File: config.mk
export PLATFORM = sky130hd
export DESIGN_NAME = seven_seg_driver_flat
export DESIGN_NICKNAME = d
export VERILOG_FILES = /design/src/rtl/ssd_pkg.sv /design/src/rtl/seven_seg_driver_if.sv /design/src/rtl/bcd_to_seg.sv /design/src/rtl/seven_seg_driver.sv /design/src/flat_wrapper.sv
export SDC_FILE = /design/constraint.sdc
export NUM_CORES = 1
export LEC_CHECK = 0
export BUFFER_PORTS_ARGS = -buffer_cell sky130_fd_sc_hd__buf_2
export CAP_MARGIN = 10
export CORE_MARGIN = 2
export CORE_UTILIZATION = 50
export DETAILED_ROUTE_END_ITERATION = 16
export HOLD_SLACK_MARGIN = 0.15
export PLACE_DENSITY_LB_ADDON = 0.05
export SYNTH_ARGS = -nofsm -noshare
export SYNTH_HDL_FRONTEND = slang
export SYNTH_SLANG_ARGS = --single-unit
File: constraint.sdc
create_clock -name clk -period 5.85 [get_ports clk]
set_input_delay 0.2925 -clock clk [delete_from_list [all_inputs] [get_ports clk]]
set_output_delay 0.2925 -clock clk [all_outputs]
set_load 0.05 [all_outputs]
File: src/rtl/ssd_pkg.sv
// ssd_pkg: shared constants and types for the seven-segment driver.
//   NUM_DIGITS / VALUE_W  - display width and binary input width
//   conv_state_e          - binary-to-BCD converter FSM states
//   SEG_*                 - active-low segment patterns {g,f,e,d,c,b,a}
//   dd_adjust()           - add-3 correction step of double dabble
package ssd_pkg;

    localparam int NUM_DIGITS = 4;
    localparam int VALUE_W    = 13;
    localparam int BCD_W      = 4 * NUM_DIGITS;
    localparam int DIG_W      = $clog2(NUM_DIGITS);
    localparam int ITER_W     = 4;

    // One shift per input bit, counter runs 0..VALUE_W-1.
    localparam logic [ITER_W-1:0] ITER_LAST = ITER_W'(VALUE_W - 1);

    typedef enum logic [1:0] {
        IDLE,
        CONVERT,
        COMMIT
    } conv_state_e;

    localparam logic [6:0] SEG_0     = 7'b1000000;
    localparam logic [6:0] SEG_1     = 7'b1111001;
    localparam logic [6:0] SEG_2     = 7'b0100100;
    localparam logic [6:0] SEG_3     = 7'b0110000;
    localparam logic [6:0] SEG_4     = 7'b0011001;
    localparam logic [6:0] SEG_5     = 7'b0010010;
    localparam logic [6:0] SEG_6     = 7'b0000010;
    localparam logic [6:0] SEG_7     = 7'b1111000;
    localparam logic [6:0] SEG_8     = 7'b0000000;
    localparam logic [6:0] SEG_9     = 7'b0010000;
    localparam logic [6:0] SEG_BLANK = 7'b1111111;

    // Any nibble >= 5 gets +3 so the following left shift carries
    // correctly into the next decimal digit.
    function automatic logic [BCD_W-1:0] dd_adjust(input logic [BCD_W-1:0] sr);
        logic [BCD_W-1:0] r;
        r = sr;
        for (int i = 0; i < NUM_DIGITS; i++) begin
            if (r[4*i +: 4] >= 4'd5)
                r[4*i +: 4] = r[4*i +: 4] + 4'd3;
        end
        return r;
    endfunction

endpackage

File: src/rtl/seven_seg_driver_if.sv
// seven_seg_driver_if: CPU-side value input plus display/status outputs.
//   value   - binary quantity to display (from CPU)
//   anode   - active-low digit enables, bit 0 = least-significant digit
//   cathode - active-low segments {g,f,e,d,c,b,a}
//   bcd     - committed BCD digits, digit 3 in [15:12]
//   busy    - conversion in progress
// master: the side that supplies value; slave: the driver.
interface seven_seg_driver_if;
    import ssd_pkg::*;

    logic [VALUE_W-1:0]    value;
    logic [NUM_DIGITS-1:0] anode;
    logic [6:0]            cathode;
    logic [BCD_W-1:0]      bcd;
    logic                  busy;

    modport master (
        output value,
        input  anode, cathode, bcd, busy
    );

    modport slave (
        input  value,
        output anode, cathode, bcd, busy
    );

endinterface

File: src/rtl/bcd_to_seg.sv
// bcd_to_seg: combinational BCD nibble to active-low 7-segment decoder.
//   digit - BCD nibble (codes above 9 decode to all-off)
//   blank - force all segments off
//   seg   - active-low segments {g,f,e,d,c,b,a}
module bcd_to_seg
    import ssd_pkg::*;
(
    input  logic [3:0] digit,
    input  logic       blank,
    output logic [6:0] seg
);

    always_comb begin
        seg = SEG_BLANK;
        if (!blank) begin
            case (digit)
                4'd0:    seg = SEG_0;
                4'd1:    seg = SEG_1;
                4'd2:    seg = SEG_2;
                4'd3:    seg = SEG_3;
                4'd4:    seg = SEG_4;
                4'd5:    seg = SEG_5;
                4'd6:    seg = SEG_6;
                4'd7:    seg = SEG_7;
                4'd8:    seg = SEG_8;
                4'd9:    seg = SEG_9;
                default: seg = SEG_BLANK;
            endcase
        end
    end

endmodule

File: src/rtl/seven_seg_driver.sv
// seven_seg_driver: converts a 13-bit binary value to BCD with a
// sequential double-dabble engine and multiplexes the four digits onto a
// common-anode display.
//   clk - clock, all state on rising edge
//   rst - asynchronous active-high reset
//   io  - slave side of seven_seg_driver_if (value in; anode, cathode,
//         bcd, busy out)
// Parameters: REFRESH_DIV = cycles per digit, BLANK_LZ = leading-zero
// blanking enable.
module seven_seg_driver
    import ssd_pkg::*;
#(
    parameter int REFRESH_DIV = 100000,
    parameter int BLANK_LZ    = 1
) (
    input  logic               clk,
    input  logic               rst,
    seven_seg_driver_if.slave  io
);

    localparam int CNT_W = (REFRESH_DIV > 1) ? $clog2(REFRESH_DIV) : 1;
    localparam logic [CNT_W-1:0] CNT_LAST = CNT_W'(REFRESH_DIV - 1);

    // ---------------- converter ----------------
    conv_state_e        state_q, state_d;
    logic [VALUE_W-1:0] val_q;
    logic [BCD_W-1:0]   sr_q, sr_adj, bcd_q;
    logic [ITER_W-1:0]  iter_q;
    logic               in_bit;
    logic               busy_c;
    logic               val_changed;

    assign val_changed = (io.value != val_q);
    assign sr_adj      = dd_adjust(sr_q);
    // MSB first: iteration 0 consumes bit VALUE_W-1.
    assign in_bit      = val_q[ITER_LAST - iter_q];

    always_ff @(posedge clk or posedge rst) begin
        if (rst) state_q <= IDLE;
        else     state_q <= state_d;
    end

    always_comb begin
        state_d = state_q;
        case (state_q)
            IDLE:    if (val_changed)        state_d = CONVERT;
            CONVERT: if (iter_q == ITER_LAST) state_d = COMMIT;
            COMMIT:                           state_d = IDLE;
            default:                          state_d = IDLE;
        endcase
    end

    always_comb begin
        busy_c = (state_q != IDLE);
    end

    // value is sampled only in IDLE, so changes mid-conversion are picked
    // up by the next IDLE comparison rather than corrupting this one.
    always_ff @(posedge clk or posedge rst) begin
        if (rst) begin
            val_q  <= '0;
            sr_q   <= '0;
            iter_q <= '0;
            bcd_q  <= '0;
        end else begin
            case (state_q)
                IDLE: begin
                    if (val_changed) begin
                        val_q  <= io.value;
                        sr_q   <= '0;
                        iter_q <= '0;
                    end
                end
                CONVERT: begin
                    sr_q   <= {sr_adj[BCD_W-2:0], in_bit};
                    iter_q <= iter_q + 4'd1;
                end
                COMMIT: bcd_q <= sr_q;
                default: ;
            endcase
        end
    end

    // ---------------- display scan ----------------
    logic [CNT_W-1:0]      ref_cnt_q;
    logic [DIG_W-1:0]      dig_idx_q;
    logic [3:0]            cur_nibble;
    logic                  cur_blank;
    logic [6:0]            seg_c;
    logic [NUM_DIGITS-1:0] anode_q;
    logic [6:0]            cathode_q;

    always_ff @(posedge clk or posedge rst) begin
        if (rst) begin
            ref_cnt_q <= '0;
            dig_idx_q <= '0;
        end else if (ref_cnt_q == CNT_LAST) begin
            ref_cnt_q <= '0;
            dig_idx_q <= dig_idx_q + 1'b1;
        end else begin
            ref_cnt_q <= ref_cnt_q + 1'b1;
        end
    end

    assign cur_nibble = bcd_q[{dig_idx_q, 2'b00} +: 4];
    // Blank when this digit and every digit above it are zero; digit 0
    // always shows so a value of 0 reads "0".
    assign cur_blank  = (BLANK_LZ != 0) && (dig_idx_q != '0) &&
                        ((bcd_q >> {dig_idx_q, 2'b00}) == '0);

    bcd_to_seg u_dec (
        .digit (cur_nibble),
        .blank (cur_blank),
        .seg   (seg_c)
    );

    always_ff @(posedge clk or posedge rst) begin
        if (rst) begin
            anode_q   <= '1;
            cathode_q <= SEG_BLANK;
        end else begin
            anode_q   <= ~(NUM_DIGITS'(1) << dig_idx_q);
            cathode_q <= seg_c;
        end
    end

    assign io.anode   = anode_q;
    assign io.cathode = cathode_q;
    assign io.bcd     = bcd_q;
    assign io.busy    = busy_c;

endmodule

File: src/flat_wrapper.sv
// flat-port wrapper written by rule: the top's interface ports become plain ports
module seven_seg_driver_flat import ssd_pkg::*;
#(
    parameter int REFRESH_DIV = 100000,
    parameter int BLANK_LZ    = 1
)
  (clk, rst, io_value, io_anode, io_cathode, io_bcd, io_busy);
  seven_seg_driver_if io_i ();
  input  logic clk;
  input  logic rst;
  input wire logic [$bits(io_i.value)-1:0] io_value;
  output wire logic [$bits(io_i.anode)-1:0] io_anode;
  output wire logic [$bits(io_i.cathode)-1:0] io_cathode;
  output wire logic [$bits(io_i.bcd)-1:0] io_bcd;
  output wire logic [$bits(io_i.busy)-1:0] io_busy;
  assign io_i.value = io_value;
  assign io_anode = io_i.anode;
  assign io_cathode = io_i.cathode;
  assign io_bcd = io_i.bcd;
  assign io_busy = io_i.busy;
  seven_seg_driver #(.REFRESH_DIV(REFRESH_DIV), .BLANK_LZ(BLANK_LZ)) u_core (.clk(clk), .rst(rst), .io(io_i));
endmodule
==> results.sh <==
export IMPL_postCtsSetupBuffers=0
export IMPL_cp_startpoint="u_core.dig_idx_q[1]"
export IMPL_cts_buffer_depth=2
export IMPL_yosysSeqAreaShare_pct=48.17
export IMPL_drive_above_1_share_pct=23.31
export IMPL_relSlewSlack_pct=32.86
export IMPL_dr_first_iter_drc_count=108
export IMPL_path_class="register to register"
export IMPL_p_per_area_nw_per_um2=575.4
export IMPL_ctsResizeCount=0
export IMPL_h_tree_depth=3
export IMPL_grt_usage_pct=18.87
export IMPL_synth_avg_cell_area_um2=11.03
export IMPL_async_flop_share_pct=100.0
export IMPL_syn_area_um2=4237
export IMPL_antenna_found_initial=0
export IMPL_core_um2=8217
export IMPL_clkSinkCount=81
export IMPL_ys_ff_latch=81
export IMPL_whs_path_depth=2
export IMPL_cts_tree="done"
export IMPL_clk_pin_slew_worst_paths_ns=0.09
export IMPL_fp_dieH_um=96.05
export IMPL_synth_distinct_cells=50
export IMPL_vias=2809
export IMPL_crit_path_start_kind="register"
export IMPL_cts_root_buffer="clkbuf_8"
export IMPL_portBuffers=42
export IMPL_hold_ws_ns=0.1748
export IMPL_cts_buffers=9
export IMPL_layout_nets=459
export IMPL_hold_class="input port to register"
export IMPL_dieArea_um2=9226
export IMPL_hold_viol_final=0
export IMPL_setup_viol=0
export IMPL_status="completed"
export IMPL_rr_startpoint="u_core.dig_idx_q[1]"
export IMPL_finalCritPeriodShare_pct=42.52
export IMPL_drt_pass1_iter_count=4
export IMPL_fmaxAchievable_mhz=402.0
export IMPL_setup_worst_path_end_class="register"
export IMPL_drc=0
export IMPL_critPathMaxFanout=9
export IMPL_vias_per_cell=5.260
export IMPL_cp_arrival_ns=2.76
export IMPL_min_from="io_value[10]"
export IMPL_maxCapViolCount=0
export IMPL_synth_edff_count=0
export IMPL_finalSetupTns_ns=0
export IMPL_tightest_slew_ns=1.007
export IMPL_critPathRequiredTime_ns=6.13
export IMPL_min_period_ns=2.488
export IMPL_clock_latency_ns=0.35
export IMPL_gp_congestion=0.8621
export IMPL_synthCells=384
export IMPL_place_hpwl_um=5432
export IMPL_p_leak_uw=0.002202
export IMPL_ys_flop_type="dfrtp_1"
export IMPL_reg2reg_depth=7
export IMPL_detail_route_wl_per_cell_um=14.68
export IMPL_ctsHoldBuffers=0
export IMPL_area_growth_syn_to_layout_pct=11.70
export IMPL_ir_worst_vdd_mv=0.2890
export IMPL_routed_wl_um=7840
export IMPL_grt_pass1_wl_um=13360
export IMPL_pin_count=43
export IMPL_grt_overflow=0
export IMPL_rsz0062_at_grt="no"
export IMPL_finalMaxSlewViolations=0
export IMPL_die_w_um=96.05
export IMPL_start_util_pct=51.56
export IMPL_synth_fp_nets=419
export IMPL_row_count=33
export IMPL_skew_ns=0.01268
export IMPL_drtAntennaViolNets=0
export IMPL_antenna_cells=0
export IMPL_grt_pass1_vias=2678
export IMPL_synth_warning_count=0
export IMPL_grt_max_degree=82
export IMPL_fin_util_pct=57.59
## cell usage after synthesis (3+ instances only)
library cell	number	area share [%]
nor4_1	4	0.59
nor3b_1	3	0.53
dfstp_2	11	6.8
nand4_1	3	0.44
dfrtp_1	70	41
xor2_1	24	5.0
buf_4	4	0.71
nand3_1	7	0.83
nor3_1	4	0.47
nand2_1	38	3.4
a21oi_1	19	2.2
buf_2	5	0.59
clkbuf_1	3	0.27
nor2_1	28	2.5
mux2_1	5	1.3
inv_1	20	1.8
a22o_1	9	1.9
mux2_2	7	1.9
o21ai_1	17	2.0
and3_1	3	0.44
mux2_4	10	3.5
ha_1	20	5.9
o21ai_0	19	2.2
nand2b_1	7	1.0
mux4_2	5	2.7
xnor2_1	10	2.1
## worst max-delay path, stage by stage, from the launching register on
cell,delay [ns]
dfrtp_1,0.55
mux4_2,0.61
inv_1,0.13
ha_1,0.16
inv_1,0.05
or4_1,0.45
a211o_1,0.36
o21ai_1,0.11
## cell usage in the layout (no fill, tap or decap), drive strengths merged, types with 6 or more instances in the layout
master  instances
ha             20
clkbuf         10
mux4            7
xor2           25
nand2b          7
xnor2          10
inv            20
nor2           28
nand2          38
nand3           7
dfrtp          70
mux2           22
dfstp          11
a21oi          19
o21ai          36
a22o            9
buf            43
nor4            6
## per-stage QoR
step | instances | total power, µW | instance area, µm² | worst slack, ns
floorplan | 384 | 1996 | 4237 | 3.475
global route | 534 | 2925 | 4732 | 3.235
global placement | 518 | 2217 | 4489 | 3.442
CTS | 534 | 2749 | 4732 | 3.365
detailed placement | 518 | 2241 | 4489 | 3.385
finish | 534 | 2723 | 4732 | 3.362
## final cells by class
type                    instances  area, µm²
inverters                      21      80.08
clock buffers                  10      127.6
flip-flops and latches         81       2041
well taps                     105      131.4
fillers                       723       3485
clock inverters                 6      115.1
multi-input cells             268       2019
repair buffers                 43      217.7
## kinds of logic (layout without fill, tap and decap cells)
logic type / count (synthesis) / count (layout) / synth area share (%)
AO/OA/AOI/OAI: 71 / 71 / 9.923
AND/OR/NAND/NOR: 111 / 111 / 13.05
adder cells (fa/ha/maj): 20 / 20 / 5.907
multiplexers: 31 / 31 / 11.10
flip-flops: 81 / 81 / 48.17
XOR/XNOR: 35 / 35 / 7.679
buffers and inverters: 35 / 80 / 4.164
## where the power goes
| group | total [µW] | internal (µW) | switching (µW) | leakage [µW] |
|---|---|---|---|---|
| Combinational | 1240 | 504 | 737 | 0.00109 |
| Clock | 494 | 286 | 208 | 0.000117 |
| Sequential | 987 | 773 | 214 | 0.000990 |
## flip-flops by register name, summed over array words and instances, names as in the netlist
name / count
u_core.io.cathode: 7
u_core.ref_cnt_q: 17
u_core.io.bcd: 16
u_core.val_q: 13
u_core.iter_q: 4
u_core.state_q: 2
u_core.sr_q: 16
u_core.dig_idx_q: 2
u_core.io.anode: 4
## worst paths after layout
check | endpoint | slack [ns]
min | u_core.val_q[10] | 0.17
min reg2reg | u_core.ref_cnt_q[14] | 0.48
max in group asynchronous | u_core.iter_q[3] | 4.95
max | u_core.io.cathode[0] | 3.36
max reg2reg | u_core.io.cathode[0] | 3.36
min in group asynchronous | u_core.ref_cnt_q[13] | 0.24
## metal layers
| metal | up-vias | wire (µm) | global-route usage (%) |
|---|---|---|---|
| met5 | - | 0 | 0 |
| met4 | 0 | 164 | 8.690 |
| met3 | 16 | 236 | 3.524 |
| met2 | 45 | 3491 | 27.84 |
| met1 | 1340 | 3947 | 26.97 |
| li1 | 1408 | - | - |
Note: power is estimated with default switching activity, not from simulation.
